<file path="src/rtl/mem_access_ctrl_pkg.sv">
// Shared definitions for the byte-array access controller:
// word width, access-type encodings and FSM state encoding.
package mem_pkg;
  localparam int WORD_BITS = 8;
  localparam logic MEM_WRITE = 1'b1;
  localparam logic MEM_READ  = 1'b0;

  typedef enum logic [2:0] {
    IDLE   = 3'd0,
    SETUP  = 3'd1,
    STROBE = 3'd2,
    HOLD   = 3'd3,
    RESP   = 3'd4
  } state_e;
endpackage

</file>
<file path="src/rtl/mem_access_ctrl_if.sv">
// Request/response handshake bundle between a requester and the controller.
interface mem_access_ctrl_if #(parameter int ADDR_W = 5);
  import mem_pkg::*;
  logic                 req_valid;
  logic                 req_ready;
  logic                 req_rw;
  logic [ADDR_W-1:0]    req_addr;
  logic [WORD_BITS-1:0] req_wdata;
  logic                 rsp_valid;
  logic                 rsp_ready;
  logic [WORD_BITS-1:0] rsp_rdata;
  logic                 rsp_err;

  modport master (output req_valid, req_rw, req_addr, req_wdata, rsp_ready,
                  input  req_ready, rsp_valid, rsp_rdata, rsp_err);
  modport slave  (input  req_valid, req_rw, req_addr, req_wdata, rsp_ready,
                  output req_ready, rsp_valid, rsp_rdata, rsp_err);
endinterface

</file>
<file path="src/rtl/mem_access_ctrl_addr_decoder.sv">
// Address to one-hot word select; out-of-range addresses match no word.
module mem_addr_decoder #(
  parameter int WORDS  = 16,
  parameter int ADDR_W = 5
) (
  input  logic [ADDR_W-1:0] addr_i,
  input  logic              en_i,
  output logic [WORDS-1:0]  sel_o,
  output logic              oor_o
);
  assign oor_o = 32'(addr_i) >= 32'(WORDS);

  for (genvar g = 0; g < WORDS; g++) begin : g_sel
    assign sel_o[g] = en_i && (addr_i == ADDR_W'(g));
  end
endmodule

</file>
<file path="src/rtl/mem_access_ctrl.sv">
// Sequences one access to a byte array: address/data settle, one-cycle
// select strobe, hold, then a response held until accepted.
module mem_access_ctrl
  import mem_pkg::*;
#(
  parameter int WORDS  = 16,
  parameter int ADDR_W = 5
) (
  input  logic                 clk,
  input  logic                 rst_n,
  mem_access_ctrl_if.slave     bus,
  output logic [WORDS-1:0]     mem_sel,
  output logic                 mem_rw,
  output logic [WORD_BITS-1:0] mem_din,
  input  logic [WORD_BITS-1:0] mem_dout
);
  state_e               state_q, state_d;
  logic                 rw_q;
  logic [ADDR_W-1:0]    addr_q;
  logic [WORD_BITS-1:0] wdata_q, rdata_q;
  logic                 err_q;
  logic                 sel_en, oor;

  always_ff @(posedge clk or negedge rst_n) begin
    if (!rst_n) state_q <= IDLE;
    else        state_q <= state_d;
  end

  always_comb begin
    state_d       = state_q;
    bus.req_ready = 1'b0;
    bus.rsp_valid = 1'b0;
    sel_en        = 1'b0;
    unique case (state_q)
      IDLE: begin
        bus.req_ready = 1'b1;
        if (bus.req_valid) state_d = SETUP;
      end
      SETUP:  state_d = STROBE;
      STROBE: begin
        sel_en  = 1'b1;
        state_d = HOLD;
      end
      HOLD:   state_d = RESP;
      RESP: begin
        bus.rsp_valid = 1'b1;
        if (bus.rsp_ready) state_d = IDLE;
      end
      default: state_d = IDLE;
    endcase
  end

  mem_addr_decoder #(.WORDS(WORDS), .ADDR_W(ADDR_W)) u_dec (
    .addr_i (addr_q),
    .en_i   (sel_en),
    .sel_o  (mem_sel),
    .oor_o  (oor)
  );

  // Request fields are only captured on the accept edge, so later bus
  // activity cannot disturb an access in flight.
  always_ff @(posedge clk or negedge rst_n) begin
    if (!rst_n) begin
      rw_q    <= 1'b0;
      addr_q  <= '0;
      wdata_q <= '0;
      rdata_q <= '0;
      err_q   <= 1'b0;
    end else begin
      if (state_q == IDLE && bus.req_valid) begin
        rw_q    <= bus.req_rw;
        addr_q  <= bus.req_addr;
        wdata_q <= bus.req_wdata;
      end
      if (state_q == STROBE) begin
        err_q <= oor;
        if (oor)                  rdata_q <= '0;
        else if (rw_q == MEM_WRITE) rdata_q <= wdata_q;
        else                      rdata_q <= mem_dout;
      end
    end
  end

  assign mem_rw        = rw_q;
  assign mem_din       = wdata_q;
  assign bus.rsp_rdata = rdata_q;
  assign bus.rsp_err   = err_q;
endmodule
</file>
<file path="src/flat_wrapper.sv">
// flat-port wrapper written by rule: the top's interface ports become plain ports
module mem_access_ctrl_flat import mem_pkg::*;
#(
  parameter int WORDS  = 16,
  parameter int ADDR_W = 5
)
  (clk, rst_n, mem_sel, mem_rw, mem_din, mem_dout, bus_req_valid, bus_req_rw, bus_req_addr, bus_req_wdata, bus_rsp_ready, bus_req_ready, bus_rsp_valid, bus_rsp_rdata, bus_rsp_err);
  mem_access_ctrl_if #(.ADDR_W(ADDR_W)) bus_i ();
  input  logic clk;
  input  logic rst_n;
  output logic [WORDS-1:0] mem_sel;
  output logic mem_rw;
  output logic [WORD_BITS-1:0] mem_din;
  input  logic [WORD_BITS-1:0] mem_dout;
  input wire logic [$bits(bus_i.req_valid)-1:0] bus_req_valid;
  input wire logic [$bits(bus_i.req_rw)-1:0] bus_req_rw;
  input wire logic [$bits(bus_i.req_addr)-1:0] bus_req_addr;
  input wire logic [$bits(bus_i.req_wdata)-1:0] bus_req_wdata;
  input wire logic [$bits(bus_i.rsp_ready)-1:0] bus_rsp_ready;
  output wire logic [$bits(bus_i.req_ready)-1:0] bus_req_ready;
  output wire logic [$bits(bus_i.rsp_valid)-1:0] bus_rsp_valid;
  output wire logic [$bits(bus_i.rsp_rdata)-1:0] bus_rsp_rdata;
  output wire logic [$bits(bus_i.rsp_err)-1:0] bus_rsp_err;
  assign bus_i.req_valid = bus_req_valid;
  assign bus_i.req_rw = bus_req_rw;
  assign bus_i.req_addr = bus_req_addr;
  assign bus_i.req_wdata = bus_req_wdata;
  assign bus_i.rsp_ready = bus_rsp_ready;
  assign bus_req_ready = bus_i.req_ready;
  assign bus_rsp_valid = bus_i.rsp_valid;
  assign bus_rsp_rdata = bus_i.rsp_rdata;
  assign bus_rsp_err = bus_i.rsp_err;
  mem_access_ctrl #(.WORDS(WORDS), .ADDR_W(ADDR_W)) u_core (.clk(clk), .rst_n(rst_n), .bus(bus_i), .mem_sel(mem_sel), .mem_rw(mem_rw), .mem_din(mem_din), .mem_dout(mem_dout));
endmodule
</file>
<file path="config.mk">
export PLATFORM = sky130hd
export DESIGN_NAME = mem_access_ctrl_flat
export DESIGN_NICKNAME = d
export VERILOG_FILES = /design/src/rtl/mem_access_ctrl_pkg.sv /design/src/rtl/mem_access_ctrl_if.sv /design/src/rtl/mem_access_ctrl_addr_decoder.sv /design/src/rtl/mem_access_ctrl.sv /design/src/flat_wrapper.sv
export SDC_FILE = /design/constraint.sdc
export NUM_CORES = 1
export LEC_CHECK = 0
export CORE_UTILIZATION = 42
export DETAILED_ROUTE_END_ITERATION = 7
export HOLD_SLACK_MARGIN = 0.05
export MAX_ROUTING_LAYER = met4
export PLACE_DENSITY = 0.92
export SYNTH_ARGS = -nofsm -noshare
export SYNTH_HDL_FRONTEND = slang
export SYNTH_SLANG_ARGS = --single-unit
</file>
<file path="constraint.sdc">
create_clock -name clk -period 3.15 [get_ports clk]
set_input_delay 0.63 -clock clk [delete_from_list [all_inputs] [get_ports clk]]
set_output_delay 0.63 -clock clk [all_outputs]
set_load 0.02 [all_outputs]
</file>
==> results of run 1 <==
==> Yosys cell counts <==
cell / count / share of area (%)
sky130_fd_sc_hd__nand2b_1: 4 / 2.0
sky130_fd_sc_hd__or4b_1: 1 / 0.81
sky130_fd_sc_hd__buf_6: 2 / 1.8
sky130_fd_sc_hd__xnor2_1: 1 / 0.71
sky130_fd_sc_hd__buf_2: 4 / 1.6
sky130_fd_sc_hd__mux2i_1: 8 / 6.5
sky130_fd_sc_hd__nor2_1: 3 / 0.91
sky130_fd_sc_hd__mux2_2: 15 / 14
sky130_fd_sc_hd__nor4b_4: 1 / 1.9
sky130_fd_sc_hd__nand2_1: 3 / 0.91
sky130_fd_sc_hd__or4_1: 1 / 0.61
sky130_fd_sc_hd__nor3_1: 11 / 4.4
sky130_fd_sc_hd__nor3b_1: 1 / 0.61
sky130_fd_sc_hd__dfrtp_1: 26 / 53
sky130_fd_sc_hd__inv_1: 1 / 0.30
sky130_fd_sc_hd__clkbuf_1: 1 / 0.30
sky130_fd_sc_hd__nor4_1: 6 / 3.0
sky130_fd_sc_hd__buf_1: 1 / 0.30
sky130_fd_sc_hd__o2bb2ai_1: 9 / 6.4
sky130_fd_sc_hd__or3b_2: 1 / 0.71
==> worst reg2reg max path: cells and delay by family (launching register included) <==
kind          cells  cell delay (ns)
buf+inv           1             0.28
flops             1             0.51
mux               1             0.35
simple gates      1             0.55
==> worst min-delay path by stage <==
stage	startpoint	end	slack [ns]	depth (start not counted)
after floorplan	rst_n	u_core.addr_q[0]	0.33	0
after global placement	u_core.bus.rsp_rdata[4]	u_core.bus.rsp_rdata[4]	0.47	1
after detailed placement	u_core.bus.rsp_rdata[5]	u_core.bus.rsp_rdata[5]	0.48	1
after CTS	u_core.bus.rsp_rdata[0]	u_core.bus.rsp_rdata[0]	0.52	1
after global routing	u_core.bus.rsp_rdata[0]	u_core.bus.rsp_rdata[0]	0.54	1
final	u_core.bus.rsp_rdata[5]	u_core.bus.rsp_rdata[5]	0.52	1
==> sequential cells by signal, summed over array words and instances, names as in the netlist <==
name / cells
u_core.bus.rsp_rdata: 8
u_core.mem_din: 8
u_core.addr_q: 5
u_core.mem_rw: 1
u_core.state_q: 3
u_core.bus.rsp_err: 1
==> layout make-up <==
class	count	area share [%]
multi-input cells	65	27.58
clock buffers	3	1.163
flip-flops and latches	26	33.66
repair buffers	65	33.85
clock inverters	1	1.550
well taps	31	2.003
inverters	1	0.1938
==> kinds of logic (layout without fill, tap and decap cells) <==
kind of cell / after synthesis / count (layout) / synth area share (%)
flip-flops: 26 / 26 / 52.52
buffers and inverters: 9 / 70 / 4.342
AO/OA/AOI/OAI: 9 / 9 / 6.364
AND/OR/NAND/NOR: 32 / 32 / 15.96
XOR/XNOR: 1 / 1 / 0.7072
multiplexers: 23 / 23 / 20.10
==> stage by stage <==
stage / TNS [ns] / cells
after global placement: 0 / 188
after floorplan: 0 / 100
after global routing: -0.008126 / 192
after CTS: 0 / 192
after detailed placement: 0 / 188
final: 0 / 192
==> timing repair <==
item | in CTS | in global routing
setup endpoints to repair | 4 | 11
resized for setup | 4 | 9
buffers inserted | 0 | 0
==> power by group through the flow <==
stage                     Clock, mW  Sequential [mW]  Combinational (mW)
after floorplan                   0            0.741               0.506
after global placement            0            0.681               0.904
after detailed placement          0            0.701               0.942
after CTS                     0.229            0.696               0.944
after global routing          0.240            0.731               0.988
final                         0.225            0.704               0.935
==> layer usage <==
| metal | global-route usage [%] | wire [um] |
|---|---|---|
| met5 | - | 0 |
| met4 | 8.362 | 31 |
| met3 | 2.304 | 148 |
| met2 | 40.65 | 1783 |
| met1 | 23.82 | 1280 |
==> results by group, run 1 <==
Layout
  • Number of fillers in the final layout: 217
  • Layout cells sized above 1: 16.15%
  • Final core occ: 69.64%
  • Most common cell after layout, fill and taps aside: sky130_fd_sc_hd__clkdlybuf4s50_1
  • Commonest non-fill, non-tap cells in the layout: sky130_fd_sc_hd__clkdlybuf4s50_1, sky130_fd_sc_hd__dfrtp_1, sky130_fd_sc_hd__mux2_2
  • Number of inserted diodes: 0
  • Multi-input gate area: 534.3 sq um
  • Area added between synthesis and finish: 56.36%
  • Post-Layout Inst Area: 1937 sq um
  • Sequential cell area: 651.9 sq um
  • Nets: 188

Power
  • Ratio of total power to cell area: 962.7 nW/um^2
  • Psw: 0.7493 mW
  • Leakage power: 0.9248 nW
  • Sequential share of power: 37.8%
  • Clk network pwr share: 12.1%
  • Fraction of power consumed by combinational cells: 50.1%
  • Sw Share: 40.18%
  • Power Internal: 1.115 mW
  • Max IR drop VDD: 0.0006671 V
  • Final Power: 1.865 mW

Global routing
  • Overflow after GRT: 0
  • Wire length of the first global-routing pass: 5.154 mm
  • Maximum number of pins on one net before global-route repair: 27
  • Number of global-route vias before repair: 1101
  • Number of antenna violations at the first check in global routing: 0
  • Global-route usage over all layers: 21.84%

Status
  • Result of the run: completed

STA
  • Minimum clock period: 3.081 ns
  • Headroom to the max-slew limit: 64.69%
  • Worst-case setup margin in the final layout: 0.06909 ns
  • Hold slack: 0.5168 ns
  • Measured slew at the worst slew-check pin: 0.5275 ns
  • Setup Viol. Count Final: 0
  • Skew final: 0.008130 ns
  • Final hold violations: 0
  • Maximum clock frequency: 0.3246 GHz
  • Fraction of the cycle the final worst path needs: 97.81%
  • Final Slew Violations: 0

Drt
  • Average via count per standard cell: 5.469
  • Post-detailed-route count of antenna-violating nets: 0
  • WL/cell: 16.89 um
  • Total Wirelength: 3.243 mm
  • Number of vias after detailed routing: 1050
  • Starting DRC count in detailed routing: 20
  • TritonRoute pass-1 iters: 4
  • Remaining routing DRC violations: 0

Floorplanning
  • Placement Rows: 19
  • Die width: 56.31 um
  • Floorplan Core Area: 2781 sq um
  • Area of the die: 3170 sq um
  • Die Y: 56.31 um
  • Count of pins on the block boundary: 62
  • Initial Utilization: 44.53%

Clock network
  • CTS Hold Buffers Added: 0
  • TritonCTS clock tree: yes
  • CTS Buf Count: 3
  • Latest clock arrival within the worst-skew pair: 0.32 ns
  • Clock transition at the registers of the reported paths: 0.13 ns
  • Clock tree buffer depth: 2
  • Number of H-tree levels: 1
  • CTS Root Buffer Type: sky130_fd_sc_hd__clkbuf_4
  • # clock sinks: 26

Run
  • Maximum capacitance violations: 0

Placed design
  • Detailed Place HPWL: 2.421 mm
  • Minimum setup slack after placement: 0.3527 ns
  • GP Congestion: 0.9301
  • Number of buffer cells added on primary ports: 61
  • Post-place instance area: 1868 sq um

Critical path
  • Capturing element of the worst setup path: mem_sel[10]
  • Cell chain of the critical path: or4b_1 > buf_4 > nor3_1 > clkdlybuf4s50_1
  • Minimum setup slack among reg-to-reg paths: 1.37 ns
  • Depth of the worst register-to-register path: 3
  • Worst path slowest cell: sky130_fd_sc_hd__clkdlybuf4s50_1
  • R2R Path Start: u_core.state_q[1]
  • Largest fanout of any net on the critical path: 16
  • Category of the worst setup path capture point: primary output
  • Kind of start point of the critical path: register
  • Critical Path Stages: 4
  • Terminus of the critical flop-to-flop path: u_core.mem_din[7]
  • Arrival time of the worst setup path: 2.45 ns
  • Req. time, crit path: 2.52 ns
  • Highest cell delay on the worst timing path: 0.64 ns
  • Startpoint-to-endpoint class of the critical path: register to primary output
  • Buf/Inv on CP: 2
  • Launching instance or port of the critical path: u_core.state_q[0]
  • Top cell family by delay on the critical path: buffers and inverters

Logic synthesis
  • Synth Instances: 100
  • Post-Synthesis Mean Instance Area: 12.39 sq um
  • Proportion of synthesized chip area in sequential cells: 52.53%
  • Yosys cell types: 20
  • Synth Warn #: 0
  • Number of flip-flops and latches in the synthesized netlist: 26
  • Syn Std Cell Area: 1239 sq um
  • Net count after synthesis: 126

Min path
  • Path class of the lowest-slack min-delay path: register to register
(Power assumes the default switching activity.)
==> inputs of run 2 (changes only) <==
- CORE_UTILIZATION: 42 -> 55
- DONT_BUFFER_PORTS: not set -> 1
- MAX_ROUTING_LAYER: met4 -> not set
- PLACE_DENSITY: 0.92 -> 0.82
- clock period: 3.15 -> 2.5 ns (I/O delays scaled with it)
==> run 2 against run 1 <==
Effect of this change: hold slack got worse by 0.20 ns; critical path depth unchanged; combinational power decreased by 13%; critical path type unchanged.
==> results by group, run 2 (synthesis results as in run 1) <==
Status
  • Result of the run: completed

Min path
  • Path class of the lowest-slack min-delay path: input port to register

Floorplanning
  • Initial Utilization: 60.66% (+16 points)
  • Die width: 49.46 um (-12%)
  • Area of the die: 2446 sq um (-23%)
  • Count of pins on the block boundary: 62 (unchanged)
  • Placement Rows: 16 (-3)
  • Floorplan Core Area: 2042 sq um (-27%)
  • Die Y: 49.46 um (-12%)

Clock network
  • # clock sinks: 26 (unchanged)
  • CTS Root Buffer Type: sky130_fd_sc_hd__clkbuf_4
  • TritonCTS clock tree: yes
  • Latest clock arrival within the worst-skew pair: 0.32 ns (about the same)
  • Clock transition at the registers of the reported paths: 0.13 ns (about the same)
  • Number of H-tree levels: 1 (unchanged)
  • Clock tree buffer depth: 2 (unchanged)
  • CTS Buf Count: 3 (unchanged)

STA
  • Worst-case setup margin in the final layout: 0.1008 ns (+0.03170 ns)
  • Unrepaired setup endpoints after global routing: no
  • Final Slew Violations: 0 (unchanged)
  • Headroom to the max-slew limit: 55.49% (-9.2 points)
  • Fraction of the cycle the final worst path needs: 95.97%
  • Minimum clock period: 2.399 ns
  • Setup Viol. Count Final: 0 (unchanged)
  • Skew final: 0.001734 ns (-0.006396 ns)
  • Final hold violations: 0 (unchanged)
  • Maximum clock frequency: 0.4168 GHz
  • Measured slew at the worst slew-check pin: 0.6677 ns (+0.1402 ns)
  • Setup_tns: 0 ns (unchanged)

Placed design
  • Number of buffer cells added on primary ports: 0 (-100%)
  • GP Congestion: 0.8031 (-14%)
  • Minimum setup slack after placement: 0.3490 ns (-0.003635 ns)
  • Detailed Place HPWL: 1.947 mm (-20%)

Drt
  • WL/cell: 18.03 um (+6.8%)
  • TritonRoute pass-1 iters: 4 (unchanged)
  • Total Wirelength: 2.669 mm (-18%)
  • Post-detailed-route count of antenna-violating nets: 0 (unchanged)
  • Remaining routing DRC violations: 0 (unchanged)
  • Number of vias after detailed routing: 912 (-13%)
  • Average via count per standard cell: 6.162 (+13%)
  • Starting DRC count in detailed routing: 15 (-25%)

Run
  • Maximum capacitance violations: 0 (unchanged)

Global routing
  • Global-route usage over all layers: 23.14% (+1.3 points)
  • Overflow after GRT: 0 (unchanged)
  • Maximum number of pins on one net before global-route repair: 27 (unchanged)
  • Number of antenna violations at the first check in global routing: 0 (unchanged)
  • Wire length of the first global-routing pass: 4.181 mm (-19%)
  • Number of global-route vias before repair: 931 (-15%)

Critical path
  • Startpoint-to-endpoint class of the critical path: register to primary output
  • Category of the worst setup path capture point: primary output
  • Kind of start point of the critical path: register
  • Req. time, crit path: 2.00 ns (-0.52 ns)
  • Largest fanout of any net on the critical path: 19 (+3)
  • Arrival time of the worst setup path: 1.90 ns (-0.55 ns)

Layout
  • Layout cells sized above 1: 44.63% (+28 points)
  • Area added between synthesis and finish: 22.42%
  • Commonest non-fill, non-tap cells in the layout: sky130_fd_sc_hd__dfrtp_1, sky130_fd_sc_hd__buf_4, sky130_fd_sc_hd__mux2_2
  • Most common cell after layout, fill and taps aside: sky130_fd_sc_hd__dfrtp_1
  • Number of inserted diodes: 0 (unchanged)
  • Nets: 148 (-21%)

Power
  • Ratio of total power to cell area: 1345 nW/um^2 (+40%)
  • Max IR drop VDD: 0.0009432 V (+41%)
  • Leakage power: 0.6452 nW (-30%)
run 2: changes by cell type in the layout (fill, tap and decap cells not counted), moves of 4 or more:
cell                              delta
sky130_fd_sc_hd__nor4_1              -6
sky130_fd_sc_hd__clkdlybuf4s50_1    -49
sky130_fd_sc_hd__nor4_2              +6
sky130_fd_sc_hd__dlymetal6s2s_1      -8
sky130_fd_sc_hd__dlygate4sd2_1       -4
sky130_fd_sc_hd__buf_4              +18
run 2: per-stage QoR:
step / utilization, % / power (mW) / instance area (sq um) / std cells / hold WS, ns
5_1_grt: 74.26 / 2.144 / 1516 / 148 / 0.3059
3_3_place_gp: 67.95 / 1.700 / 1388 / 141 / 0.2049
6_report: 74.26 / 2.039 / 1516 / 148 / 0.3204
3_5_place_dp: 67.95 / 1.753 / 1388 / 141 / 0.2049
2_1_floorplan: - / 1.571 / 1239 / 100 / 0.2044
4_1_cts: 71.88 / 1.986 / 1468 / 147 / 0.3166
run 2: cell type report:
| type | instances | area [sq um] |
|---|---|---|
| inverters | 1 | 3.754 |
| repair buffers | 25 | 210.2 |
| well taps | 27 | 33.78 |
| multi-input cells | 65 | 580.6 |
| clock buffers | 4 | 36.28 |
| fillers | 152 | 525.5 |
| flip-flops and latches | 26 | 651.9 |
run 2: critical path, stage by stage, from the launching register on:
cell,delay [ns]
sky130_fd_sc_hd__dfrtp_1,0.43
sky130_fd_sc_hd__or4b_4,0.55
sky130_fd_sc_hd__buf_8,0.18
sky130_fd_sc_hd__nor3_1,0.24
sky130_fd_sc_hd__buf_4,0.19
run 2: worst paths after layout:
path                                   startpoint                end  slack, ns  cells past startpoint
worst max-delay path             u_core.addr_q[4]         mem_sel[9]       0.10                      4
worst min-delay path              bus_req_addr[4]   u_core.addr_q[4]       0.32                      1
worst max register to register  u_core.state_q[0]  u_core.mem_din[4]       0.68                      4
worst min register to register   u_core.addr_q[4]   u_core.addr_q[4]       0.58                      1
max in group asynchronous                   rst_n  u_core.state_q[2]       1.76                      2
min in group asynchronous                   rst_n  u_core.mem_din[1]       0.59                      2
run 2: routing by layer:
metal | wire length (um) | vias up | part of all wire (%) | track usage (%)
li1 | - | 412 | - | -
met1 | 1036 | 457 | 39 | 24.95
met3 | 149 | 4 | 5.6 | 3.086
met5 | 0 | - | 0 | 0
met2 | 1464 | 39 | 55 | 44.29
met4 | 19 | 0 | 0.71 | 10.48
run 2: repair_timing:
item / CTS / global route
resized for setup: 3 / 8
hold endpoints to repair: 26 / 0
endpoints found under the setup margin: 6 / 14
setup buffers: 0 / 1
hold buffers: 2 / 0
run 2: power by group:
group / switching [mW] / internal, mW
combinational: 0.402 / 0.409
clock: 0.121 / 0.0891
sequential: 0.400 / 0.619
==> inputs of run 3 (changes only) <==
- CORE_UTILIZATION: 55 -> 59
- PLACE_DENSITY: 0.82 -> 0.84
- clock period: 2.5 -> 2.7 ns (I/O delays scaled with it)
==> run 3 against run 2 <==
Effect of this change: clock power grew 26%; cell count decreased by 1.4%; final area shrank 3.4%; global-route usage increased by 2.4 points; clock skew grew 0.0033 ns; wire length increased by 5.7%; via count grew 0.22%; non-clock buffer count is 2 lower; count of clock-buffer cells in the layout fell by 1; register-to-register slack gained 0.42 ns; largest cell class unchanged.
==> results by group, run 3 (synthesis results as in run 1) <==
Status
  • Result of the run: completed

Global routing
  • Overflow after GRT: 0 (unchanged)
  • Number of global-route vias before repair: 821 (-12%)
  • Maximum number of pins on one net before global-route repair: 27 (unchanged)
  • GR met2 Demand/Resource: 45.14% (+0.84 points)
  • Wire length of the first global-routing pass: 3.884 mm (-7.1%)
  • Global-route usage over all layers: 25.55% (+2.4 points)
  • Met1 track demand over resource in global routing: 27.60% (+2.7 points)
  • Most utilized layer in the global route result: met2
  • Met3 Resource Use GR: 7.925% (+4.8 points)
  • Number of antenna violations at the first check in global routing: 0 (unchanged)

Drt
  • Remaining routing DRC violations: 0 (unchanged)
  • TritonRoute pass-1 iters: 5 (+1)
  • WL/cell: 19.32 um (+7.1%)
  • Number of vias after detailed routing: 914 (+0.22%)
  • Starting DRC count in detailed routing: 18 (+3)
  • Post-detailed-route count of antenna-violating nets: 0 (unchanged)
  • Average via count per standard cell: 6.260 (+1.6%)
  • Total Wirelength: 2.821 mm (+5.7%)

Layout
  • Nets: 146 (-1.4%)
  • Commonest non-fill, non-tap cells in the layout: sky130_fd_sc_hd__dfrtp_1, sky130_fd_sc_hd__buf_4, sky130_fd_sc_hd__mux2_2
  • Layout cells sized above 1: 37.82% (-6.8 points)
  • Fin cells: 146 (-1.4%)
  • Area added between synthesis and finish: 18.28%
  • Post-Layout Inst Area: 1465 sq um (-3.4%)
  • Most common cell after layout, fill and taps aside: sky130_fd_sc_hd__dfrtp_1
  • Number of inserted diodes: 0 (unchanged)
  • Final core occ: 74.68% (+0.42 points)

Min path
  • Path class of the lowest-slack min-delay path: input port to register
  • Hold Path Cell Cnt: 1 (unchanged)
  • Start point of the worst min-delay path: bus_req_wdata[0]

STA
  • Setup_tns: 0 ns (unchanged)
  • Final hold violations: 0 (unchanged)
  • Unrepaired setup endpoints after global routing: no
  • Fraction of the cycle the final worst path needs: 96.88%
  • Worst-case setup margin in the final layout: 0.08414 ns (-0.01665 ns)
  • Setup Viol. Count Final: 0 (unchanged)
  • Minimum clock period: 2.616 ns
  • Maximum clock frequency: 0.3823 GHz
  • Skew final: 0.005040 ns (+0.003306 ns)
  • Final Slew Violations: 0 (unchanged)
  • Headroom to the max-slew limit: 50.12% (-5.4 points)
  • Measured slew at the worst slew-check pin: 0.7466 ns (+0.07894 ns)

Clock network
  • CTS Root Buffer Type: sky130_fd_sc_hd__clkbuf_4
  • Latest clock arrival within the worst-skew pair: 0.32 ns (about the same)
  • Clock tree buffer depth: 2 (unchanged)
  • Number of H-tree levels: 1 (unchanged)
  • CTS Buf Count: 3 (unchanged)
  • Clock transition at the registers of the reported paths: 0.14 ns (about the same)
  • TritonCTS clock tree: yes
  • # clock sinks: 26 (unchanged)

Critical path
  • Startpoint-to-endpoint class of the critical path: register to primary output
  • Depth of the worst register-to-register path: 4 (unchanged)
  • Cell chain of the critical path: or4b_1 > buf_4 > nor4_1 > buf_4
  • Most prevalent standard cell on the critical path: sky130_fd_sc_hd__buf_4
  • Category of the worst setup path capture point: primary output
  • Largest fanout of any net on the critical path: 19 (unchanged)
  • R2R Path Start: u_core.state_q[0]
  • Launching instance or port of the critical path: u_core.state_q[2]
  • Req. time, crit path: 2.16 ns (+0.16 ns)
  • Kind of start point of the critical path: register
  • Highest cell delay on the worst timing path: 0.52 ns (-0.03 ns)
  • Worst path slowest cell: sky130_fd_sc_hd__or4b_1
  • Arrival time of the worst setup path: 2.08 ns (+0.18 ns)

Placed design
  • Detailed Place HPWL: 1.975 mm (+1.4%)
  • Number of buffer cells added on primary ports: 0 (unchanged)
  • Minimum setup slack after placement: 0.3795 ns (+0.03045 ns)
  • GP Congestion: 0.8431 (+5.0%)
  • Post-place instance area: 1358 sq um (-2.2%)
  • Number of placed instances with taps included: 137 (-2.8%)

Floorplanning
  • Die width: 47.82 um (-3.3%)
  • Placement Rows: 16 (unchanged)
  • Die Y: 47.82 um (-3.3%)
  • Count of pins on the block boundary: 62 (unchanged)
  • Floorplan Core Area: 1962 sq um (-3.9%)
  • Initial Utilization: 63.14% (+2.5 points)
  • Area of the die: 2287 sq um (-6.5%)

Run
  • Maximum capacitance violations: 0 (unchanged)

Power
  • Max IR drop VDD: 0.0007555 V (-20%)
  • Leakage power: 0.6337 nW (-1.8%)
  • Ratio of total power to cell area: 1296 nW/um^2 (-3.7%)
-- run 3: cell count changes in the layout (fill, tap and decap cells not counted), sizes merged --
cell	change
bufinv	+1
clkbuf	-1
buf	-2
-- run 3: path summary, 6_finish.rpt --
path	endpoint	slack [ns]
max	mem_sel[8]	0.08
min	u_core.mem_din[0]	0.36
max reg2reg	u_core.mem_din[1]	1.10
min reg2reg	u_core.addr_q[4]	0.57
max in group asynchronous	u_core.state_q[0]	1.87
min in group asynchronous	u_core.mem_din[4]	0.67
-- run 3: power breakdown --
group	internal (mW)	switching, mW
Combinational	0.351	0.309
Clock	0.150	0.115
Sequential	0.575	0.399
-- run 3: area by class of cell --
cell class / count / area, sq um
fill: 141 / 496.7
multi-input combinational: 65 / 534.3
inverter: 1 / 3.754
clock buffer: 3 / 22.52
tap: 27 / 33.78
timing repair buffer: 23 / 187.7
sequential: 26 / 653.1
clock inverter: 1 / 30.03
-- run 3: metrics by stage --
stage / total power [mW] / hold WS (ns)
after floorplan: 1.455 / 0.2444
after global placement: 1.538 / 0.2450
after detailed placement: 1.589 / 0.2449
after CTS: 1.868 / 0.3497
after global routing: 2.014 / 0.3486
final: 1.898 / 0.3569
-- run 3: critical path: cells and delay by family (launching register included) --
family / cells / cell delay [ns]
AND/OR/NAND/NOR: 2 / 0.83
flip-flops: 1 / 0.49
buffers and inverters: 2 / 0.43
-- run 3: what timing repair did --
action | in CTS | in global routing
endpoints found under the setup margin | 0 | 9
resized for setup | 0 | 2
hold buffers | 2 | 0
setup buffers | 0 | 3
hold endpoints to repair | 26 | 0
-- run 3: metal layers --
layer,share of wire (%),wire length [um]
met1,38,1064
met4,2.3,65
met3,6.4,180
met2,54,1510
met5,0,0
